### src/rtl/control_unit.sv
// Instruction decoder for the image-filter processor: decodes OpCode/F into a
// control word and registers it so the execute stage sees it one cycle later.
module control_unit (
    input  logic       clk,
    input  logic       rst,
    input  logic [3:0] OpCode,
    input  logic [3:0] F,
    output logic       SEL_A,
    output logic       SEL_B,
    output logic       SEL_EXT,
    output logic [1:0] SELOP_B,
    output logic [1:0] SELOP_A,
    output logic       SEL_RES,
    output logic [2:0] ALU_CTRL,
    output logic       WE_MEM,
    output logic       SEL_DAT,
    output logic       SEL_C,
    output logic       WE_C_AUX,
    output logic       WE_V,
    output logic       COMPARA,
    output logic       SUMA_RESTA,
    output logic       SALTO,
    output logic       PROHIB
);

    typedef enum logic [3:0] {
        OP_SUM  = 4'b0000,
        OP_SUMI = 4'b0001,
        OP_RES  = 4'b0010,
        OP_RESI = 4'b0011,
        OP_MUL  = 4'b0100,
        OP_AND  = 4'b0101,
        OP_OR   = 4'b0110,
        OP_MOV  = 4'b0111,
        OP_COMP = 4'b1000,
        OP_STO  = 4'b1001,
        OP_VECH = 4'b1010,
        OP_OBT  = 4'b1011,
        OP_CAR  = 4'b1100,
        OP_ILL  = 4'b1101,
        OP_CARI = 4'b1110,
        OP_ALMB = 4'b1111
    } opcode_e;

    typedef enum logic [2:0] {
        ALU_ADD    = 3'b000,
        ALU_SUB    = 3'b001,
        ALU_MUL    = 3'b010,
        ALU_AND    = 3'b011,
        ALU_OR     = 3'b100,
        ALU_PASS_B = 3'b101
    } alu_e;

    typedef struct packed {
        logic       sel_a;
        logic       sel_b;
        logic       sel_ext;
        logic [1:0] selop_b;
        logic [1:0] selop_a;
        logic       sel_res;
        alu_e       alu_ctrl;
        logic       we_mem;
        logic       sel_dat;
        logic       sel_c;
        logic       we_c_aux;
        logic       we_v;
        logic       compara;
        logic       suma_resta;
        logic       salto;
        logic       prohib;
    } ctrl_t;

    ctrl_t dec;
    ctrl_t ctrl_q;

    // Decoding F[1:0] through a case means an unknown format field lands in the
    // default arm, so X/Z on any input yields the all-zero NOP word.
    always_comb begin
        // NOTE: assign the full default first so every path drives every field; no latch.
        dec = '0;
        case (F[1:0])
            2'b00, 2'b01, 2'b10: begin
                case (opcode_e'(OpCode))
                    OP_SUM: begin
                        dec.alu_ctrl = ALU_ADD;
                        dec.we_c_aux = 1'b1;
                    end
                    OP_SUMI: begin
                        dec.sel_b    = 1'b1;
                        dec.sel_ext  = 1'b1;
                        dec.alu_ctrl = ALU_ADD;
                        dec.we_c_aux = 1'b1;
                    end
                    OP_RES: begin
                        dec.alu_ctrl   = ALU_SUB;
                        dec.suma_resta = 1'b1;
                        dec.we_c_aux   = 1'b1;
                    end
                    OP_RESI: begin
                        dec.sel_b      = 1'b1;
                        dec.sel_ext    = 1'b1;
                        dec.alu_ctrl   = ALU_SUB;
                        dec.suma_resta = 1'b1;
                        dec.we_c_aux   = 1'b1;
                    end
                    OP_MUL: begin
                        dec.alu_ctrl = ALU_MUL;
                        dec.we_c_aux = 1'b1;
                    end
                    OP_AND: begin
                        dec.alu_ctrl = ALU_AND;
                        dec.we_c_aux = 1'b1;
                    end
                    OP_OR: begin
                        dec.alu_ctrl = ALU_OR;
                        dec.we_c_aux = 1'b1;
                    end
                    OP_MOV: begin
                        dec.sel_b    = 1'b1;
                        dec.alu_ctrl = ALU_PASS_B;
                        dec.we_c_aux = 1'b1;
                    end
                    OP_COMP: begin
                        dec.alu_ctrl   = ALU_SUB;
                        dec.suma_resta = 1'b1;
                        dec.compara    = 1'b1;
                        dec.salto      = 1'b1;
                    end
                    OP_STO: begin
                        // Address is base register plus sign-extended offset.
                        dec.sel_b    = 1'b1;
                        dec.sel_ext  = 1'b1;
                        dec.alu_ctrl = ALU_ADD;
                        dec.we_mem   = 1'b1;
                    end
                    OP_VECH: begin
                        dec.sel_a    = 1'b1;
                        dec.selop_a  = 2'b01;
                        dec.selop_b  = 2'b01;
                        dec.alu_ctrl = ALU_ADD;
                        dec.we_v     = 1'b1;
                    end
                    OP_OBT: begin
                        dec.sel_a    = 1'b1;
                        dec.selop_a  = 2'b10;
                        dec.sel_res  = 1'b1;
                        dec.we_c_aux = 1'b1;
                    end
                    OP_CAR: begin
                        dec.alu_ctrl = ALU_ADD;
                        dec.sel_res  = 1'b1;
                        dec.we_c_aux = 1'b1;
                    end
                    OP_ILL: begin
                        dec.prohib = 1'b1;
                    end
                    OP_CARI: begin
                        dec.sel_b    = 1'b1;
                        dec.sel_ext  = 1'b1;
                        dec.alu_ctrl = ALU_ADD;
                        dec.sel_res  = 1'b1;
                        dec.we_c_aux = 1'b1;
                    end
                    OP_ALMB: begin
                        dec.selop_b  = 2'b10;
                        dec.alu_ctrl = ALU_ADD;
                        dec.we_mem   = 1'b1;
                        dec.sel_dat  = 1'b1;
                    end
                    default: dec = '0;
                endcase
            end
            default: dec = '0;
        endcase
    end

    always_ff @(posedge clk or posedge rst) begin
        // NOTE: registered state uses non-blocking assignments only.
        if (rst) ctrl_q <= '0;
        else     ctrl_q <= dec;
    end

    assign SEL_A      = ctrl_q.sel_a;
    assign SEL_B      = ctrl_q.sel_b;
    assign SEL_EXT    = ctrl_q.sel_ext;
    assign SELOP_B    = ctrl_q.selop_b;
    assign SELOP_A    = ctrl_q.selop_a;
    assign SEL_RES    = ctrl_q.sel_res;
    assign ALU_CTRL   = ctrl_q.alu_ctrl;
    assign WE_MEM     = ctrl_q.we_mem;
    assign SEL_DAT    = ctrl_q.sel_dat;
    assign SEL_C      = ctrl_q.sel_c;
    assign WE_C_AUX   = ctrl_q.we_c_aux;
    assign WE_V       = ctrl_q.we_v;
    assign COMPARA    = ctrl_q.compara;
    assign SUMA_RESTA = ctrl_q.suma_resta;
    assign SALTO      = ctrl_q.salto;
    assign PROHIB     = ctrl_q.prohib;

endmodule

### config.mk
export PLATFORM = sky130hd
export DESIGN_NAME = control_unit
export DESIGN_NICKNAME = d
export VERILOG_FILES = /design/src/rtl/control_unit.sv
export SDC_FILE = /design/constraint.sdc
export NUM_CORES = 1
export LEC_CHECK = 0
export CORE_MARGIN = 5
export CORE_UTILIZATION = 40
export DETAILED_ROUTE_END_ITERATION = 6
export PLACE_DENSITY = 0.85
export SYNTH_ARGS = -nofsm -noshare
export SYNTH_HDL_FRONTEND = slang
export SYNTH_SLANG_ARGS = --single-unit
### constraint.sdc
create_clock -name clk -period 0.8 [get_ports clk]
set_clock_uncertainty 0.05 [all_clocks]
set_input_delay 0.2 -clock clk [delete_from_list [all_inputs] [get_ports clk]]
set_output_delay 0.2 -clock clk [all_outputs]
set_load 0.1 [all_outputs]
==> After elaboration in Yosys (flattened, before gate mapping) <==
Index checks and enable logic that the tools add are counted.
W data, S select, Z words.
{ "word_totals": {"in_bits": 10, "out_inout_bits": 20, "ff_bits": 20, "wordCells": 58} }
{ "op_classes": {"reduce_logical": 10, "eq_ne": 17, "mux": 15} }
{ "op_table": {"columns": ["op", "n"], "rows": [
  ["$eq A4 B4 Y1 const B", 8],
  ["$mux W20", 1],
  ["$eq A4 B3 Y1 const B", 4],
  ["$pmux W3 S5", 1],
  ["$mux W1", 11],
  ["$reduce_or A11 Y1", 1],
  ["$reduce_or A3 Y1", 3],
  ["$eq A4 B2 Y1 const B", 2],
  ["$pmux W2 S2", 2],
  ["$reduce_or A5 Y1", 1],
  ["$eq A4 B1 Y1 const B", 1],
  ["$logic_not A4 Y1", 1],
  ["$reduce_or A2 Y1", 2],
  ["$reduce_or A4 Y1", 1],
  ["$eq A2 B1 Y1 const B", 1],
  ["$eq A2 B2 Y1 const B", 1],
  ["$logic_not A2 Y1", 1]
]} }

==> Depth between registers and ports, before layout <==
{ "depth": {"depth_word": 4, "depth_mapped": 4, "mapped_depth_nobuf": 3} }

==> Least setup slack after synthesis <==
Ideal clock, no wire load.
{ "synth_timing": {"path_kind": "register to output", "startpoint": "reg COMPARA (netlist name)", "endpoint": "out SALTO", "arrival_time_ns": 1.324, "slack_ns": -0.774, "required_time_ns": 0.550, "path_buffers": 1, "stages_incl_launch_ff": 2, "path_cell_list": "dfrtp_1 > buf_4"} }
{ "synth_lines": {"columns": ["item", "line_no", "rtl"], "rows": [
  ["end, declared", "22", "output logic SALTO,"]
]} }

==> Final worst setup path <==
{ "layout_timing": {"startpoint": "reg ctrl_q (netlist bit SELOP_A[0])", "endpoint": "out SELOP_A[0]"} }
{ "layout_lines": {"columns": ["item", "line_no", "rtl"], "rows": [
  ["start, declared", "74", "ctrl_t ctrl_q;"],
  ["start signal, assigned", "179", "if (rst) ctrl_q <= '0;"],
  ["start signal, assigned", "180", "else ctrl_q <= dec;"],
  ["end, declared", "12", "output logic [1:0] SELOP_A,"]
]} }
No word-level cell between the ends.

==> impl_metrics.yaml <==
outcome:
  status: "finished with violations"
  violations: "setup timing"
clock_network:
  cts.hold.buffers_added: 0
  cts_tree: "yes"
  cts_root_buf: "clkbuf_4"
  clkTransAtPathRegs_ps: 90
  numCtsBuffers: 3
  cts_buffer_depth: 2
  h-tree-depth: 1
  cts.sinks: 16
setup_path:
  path_delay_family: "flip-flops"
  critPathLaunch: "SELOP_A[0]"
  critical_path_depth: 1
  slowest_delay_ps: 520
  crit_required_ps: 550
  worst_setup_path_start_kind: "flop"
  slowest_stage: "dfrtp_4"
  crit_buf_inv: 1
  crit_chain: "buf_12"
  path_class: "reg -> out"
  path_max_fanout: 2
  endpoint: "SELOP_A[0]"
  end_kind: "output pin"
  worst_ep_arrival_time_ps: 980
routing:
  vias: 615
  wl_met2_mm: 1.135
  routed_wl_mm: 1.960
  route.layer.met1.wl_um: 713
  highest_layer: "met4"
  first_iter_violations: 7
  routed-wl-met3_um: 77
  drc: 0
  first_pass_iters: 4
  ant_nets: 0
  wl_per_cell_um: 16.47
  drt-vias-per-instance: 5.168
synth:
  synth_seq_cells: 16
  yosys.area.top_type: "dfrtp_1"
  synthTopCellsByArea: "dfrtp_1 59%, nor3_2 4.4%, buf_4 4.4%"
  synth_cell_type_count: 24
  synthCells: 61
  avgSynthCellArea_um2: 11.20
  seq_area_frac_synth_pct: 58.61
  synthesis.area_um2: 683.2
  synth_nets: 71
  synth_top_area_share_pct: 58.61
  ys_warn_count: 0
place:
  place.gp.congestion: 0.9291
  placed_area_mm2: 0.001326
  place_ws_ps: -782.5
  hpwlAfterDp_mm: 1.531
  portBuffers: 26
sta:
  fin_crit_ps: 1230
  slew_violations: 0
  tns_ps: -7792
  final-setup-viol-count: 22
  timing.final.crit_share_pct: 153.7
  fin_ws_ps: -429.9
  fin_hold_ws_ps: 164.7
  max_freq_ghz: 0.8130
  rsz0062_at_grt: "yes"
  hold_viol_final: 0
power_and_ir_drop:
  power.leakage_nw: 0.6074
  powerDensity_mw_per_mm2: 1541
  irDropWorstVdd_mv: 0.9435
floorplanning:
  pin_count: 30
  die_h_um: 51.33
  dieArea_mm2: 0.002634
  die_w_um: 51.33
  start_util_pct: 40.90
  design.core.area_mm2: 0.001670
  row_count: 15
layout:
  drive_above_1_share_pct: 85.29
  num-nets-final: 113
  final_area_mm2: 0.001429
  area_growth_syn_to_layout_pct: 109.2
  final_util_pct: 85.54
  diodes: 0
worst_hold_path:
  hold_class: "in -> async"
grt:
  grt_pass1_wl_mm: 3.374
  antenna_found_initial: 0
  grt.overflow.total: 0
  grtUsageTotal_pct: 17.93
  grt_pass1_vias: 681
  grt_max_degree: 17
run:
  cap_viol_max_count: 0
==> power by group <==
| part | internal (W) | total, W | leakage (nW) | switching, W |
|---|---|---|---|---|
| registers | 0.000865 | 0.000900 | 0.187 | 0.0000347 |
| clock network | 0.000277 | 0.000526 | 0.0210 | 0.000249 |
| logic | 0.000298 | 0.000776 | 0.400 | 0.000477 |
| total | 0.00144 | 0.00220 | 0.607 | 0.000761 |
==> how the worst min path moves through the flow <==
stage	start	end	slack, ps	depth (start not counted)
2_1_floorplan	rst	ALU_CTRL[0]	60	1
3_3_place_gp	rst	ALU_CTRL[2]	470	3
3_5_place_dp	rst	ALU_CTRL[2]	480	3
4_1_cts	rst	SELOP_B[0]	170	3
5_1_grt	rst	ALU_CTRL[2]	160	3
6_report	rst	SELOP_B[0]	160	3
==> placed cells by master, fill, tap and decap left out, types with 2 or more instances in the layout <==
master and n:
buf_4 14, dfrtp_4 16, and4_2 2, a211oi_2 2, buf_2 3, or3_4 2
nor3_2 2, clkbuf_4 3, nor3_4 2, buf_12 20, nor3_1 3, nor2_2 2
nand2_1 4, buf_6 6, a21oi_2 3
==> layer usage <==
layer | GRT usage, % | vias up
met4 | 6.550 | 0
met5 | 0 | -
met2 | 34.55 | 23
li1 | - | 282
met3 | 2.332 | 4
met1 | 19.74 | 306
==> kinds of logic after synthesis <==
logic type                Yosys count  synth area share, %
muxes                               1                1.465
other                               1               0.5489
DFF                                16                58.61
xor gates and xnor gates            1                1.282
buffers and inverters              10                9.158
and+or+nand+nor                    25                22.71
AOI/OAI and AO/OA                   7                6.226
==> synthesized netlist by cell type <==
cell and n:
nor3_1 4, nor3_2 3, and2b_2 1, or3_4 1, dfrtp_1 16, o21ai_0 1
a211oi_1 2, o21a_1 1, xor2_1 1, buf_4 4, buf_6 1, and3_2 1
nor2_1 4, conb_1 1, a21oi_1 3, nand2_1 6, nand3b_1 1, and2_0 1
buf_2 2, mux2i_1 1, inv_1 1, inv_2 2, and4_2 2, or3_1 1
==> sequential cells by signal, summed over array words and instances (netlist names) <==
signal / cells
SUMA_RESTA: 1
PROHIB: 1
WE_C_AUX: 1
SEL_A: 1
SEL_RES: 1
WE_MEM: 1
SEL_B: 1
SEL_EXT: 1
SELOP_A: 2
SELOP_B: 1
COMPARA: 1
ALU_CTRL: 3
SEL_DAT: 1
==> metrics by stage <==
step,power (W),std cells
after floorplan,0.001371,61
after global placement,0.001634,113
after detailed placement,0.001655,113
after CTS,0.002188,119
after global routing,0.002284,119
final,0.002202,119
==> area by class of cell <==
class	instances	area (um^2)
repair buffers	44	598.1
flip-flops and latches	16	460.4
multi-input cells	35	296.5
fillers	84	241.5
clock buffers	4	36.28
well taps	17	21.27
inverters	3	16.27
==> timing repair <==
item / CTS / global route
resized for setup: 35 / 8
endpoints found under the hold margin: 0 / 0
buffers inserted: 2 / 0
endpoints found under the setup margin: 35 / 25
pin swaps: 7 / 5
No activity file was read; power rests on OpenSTA's default activity.
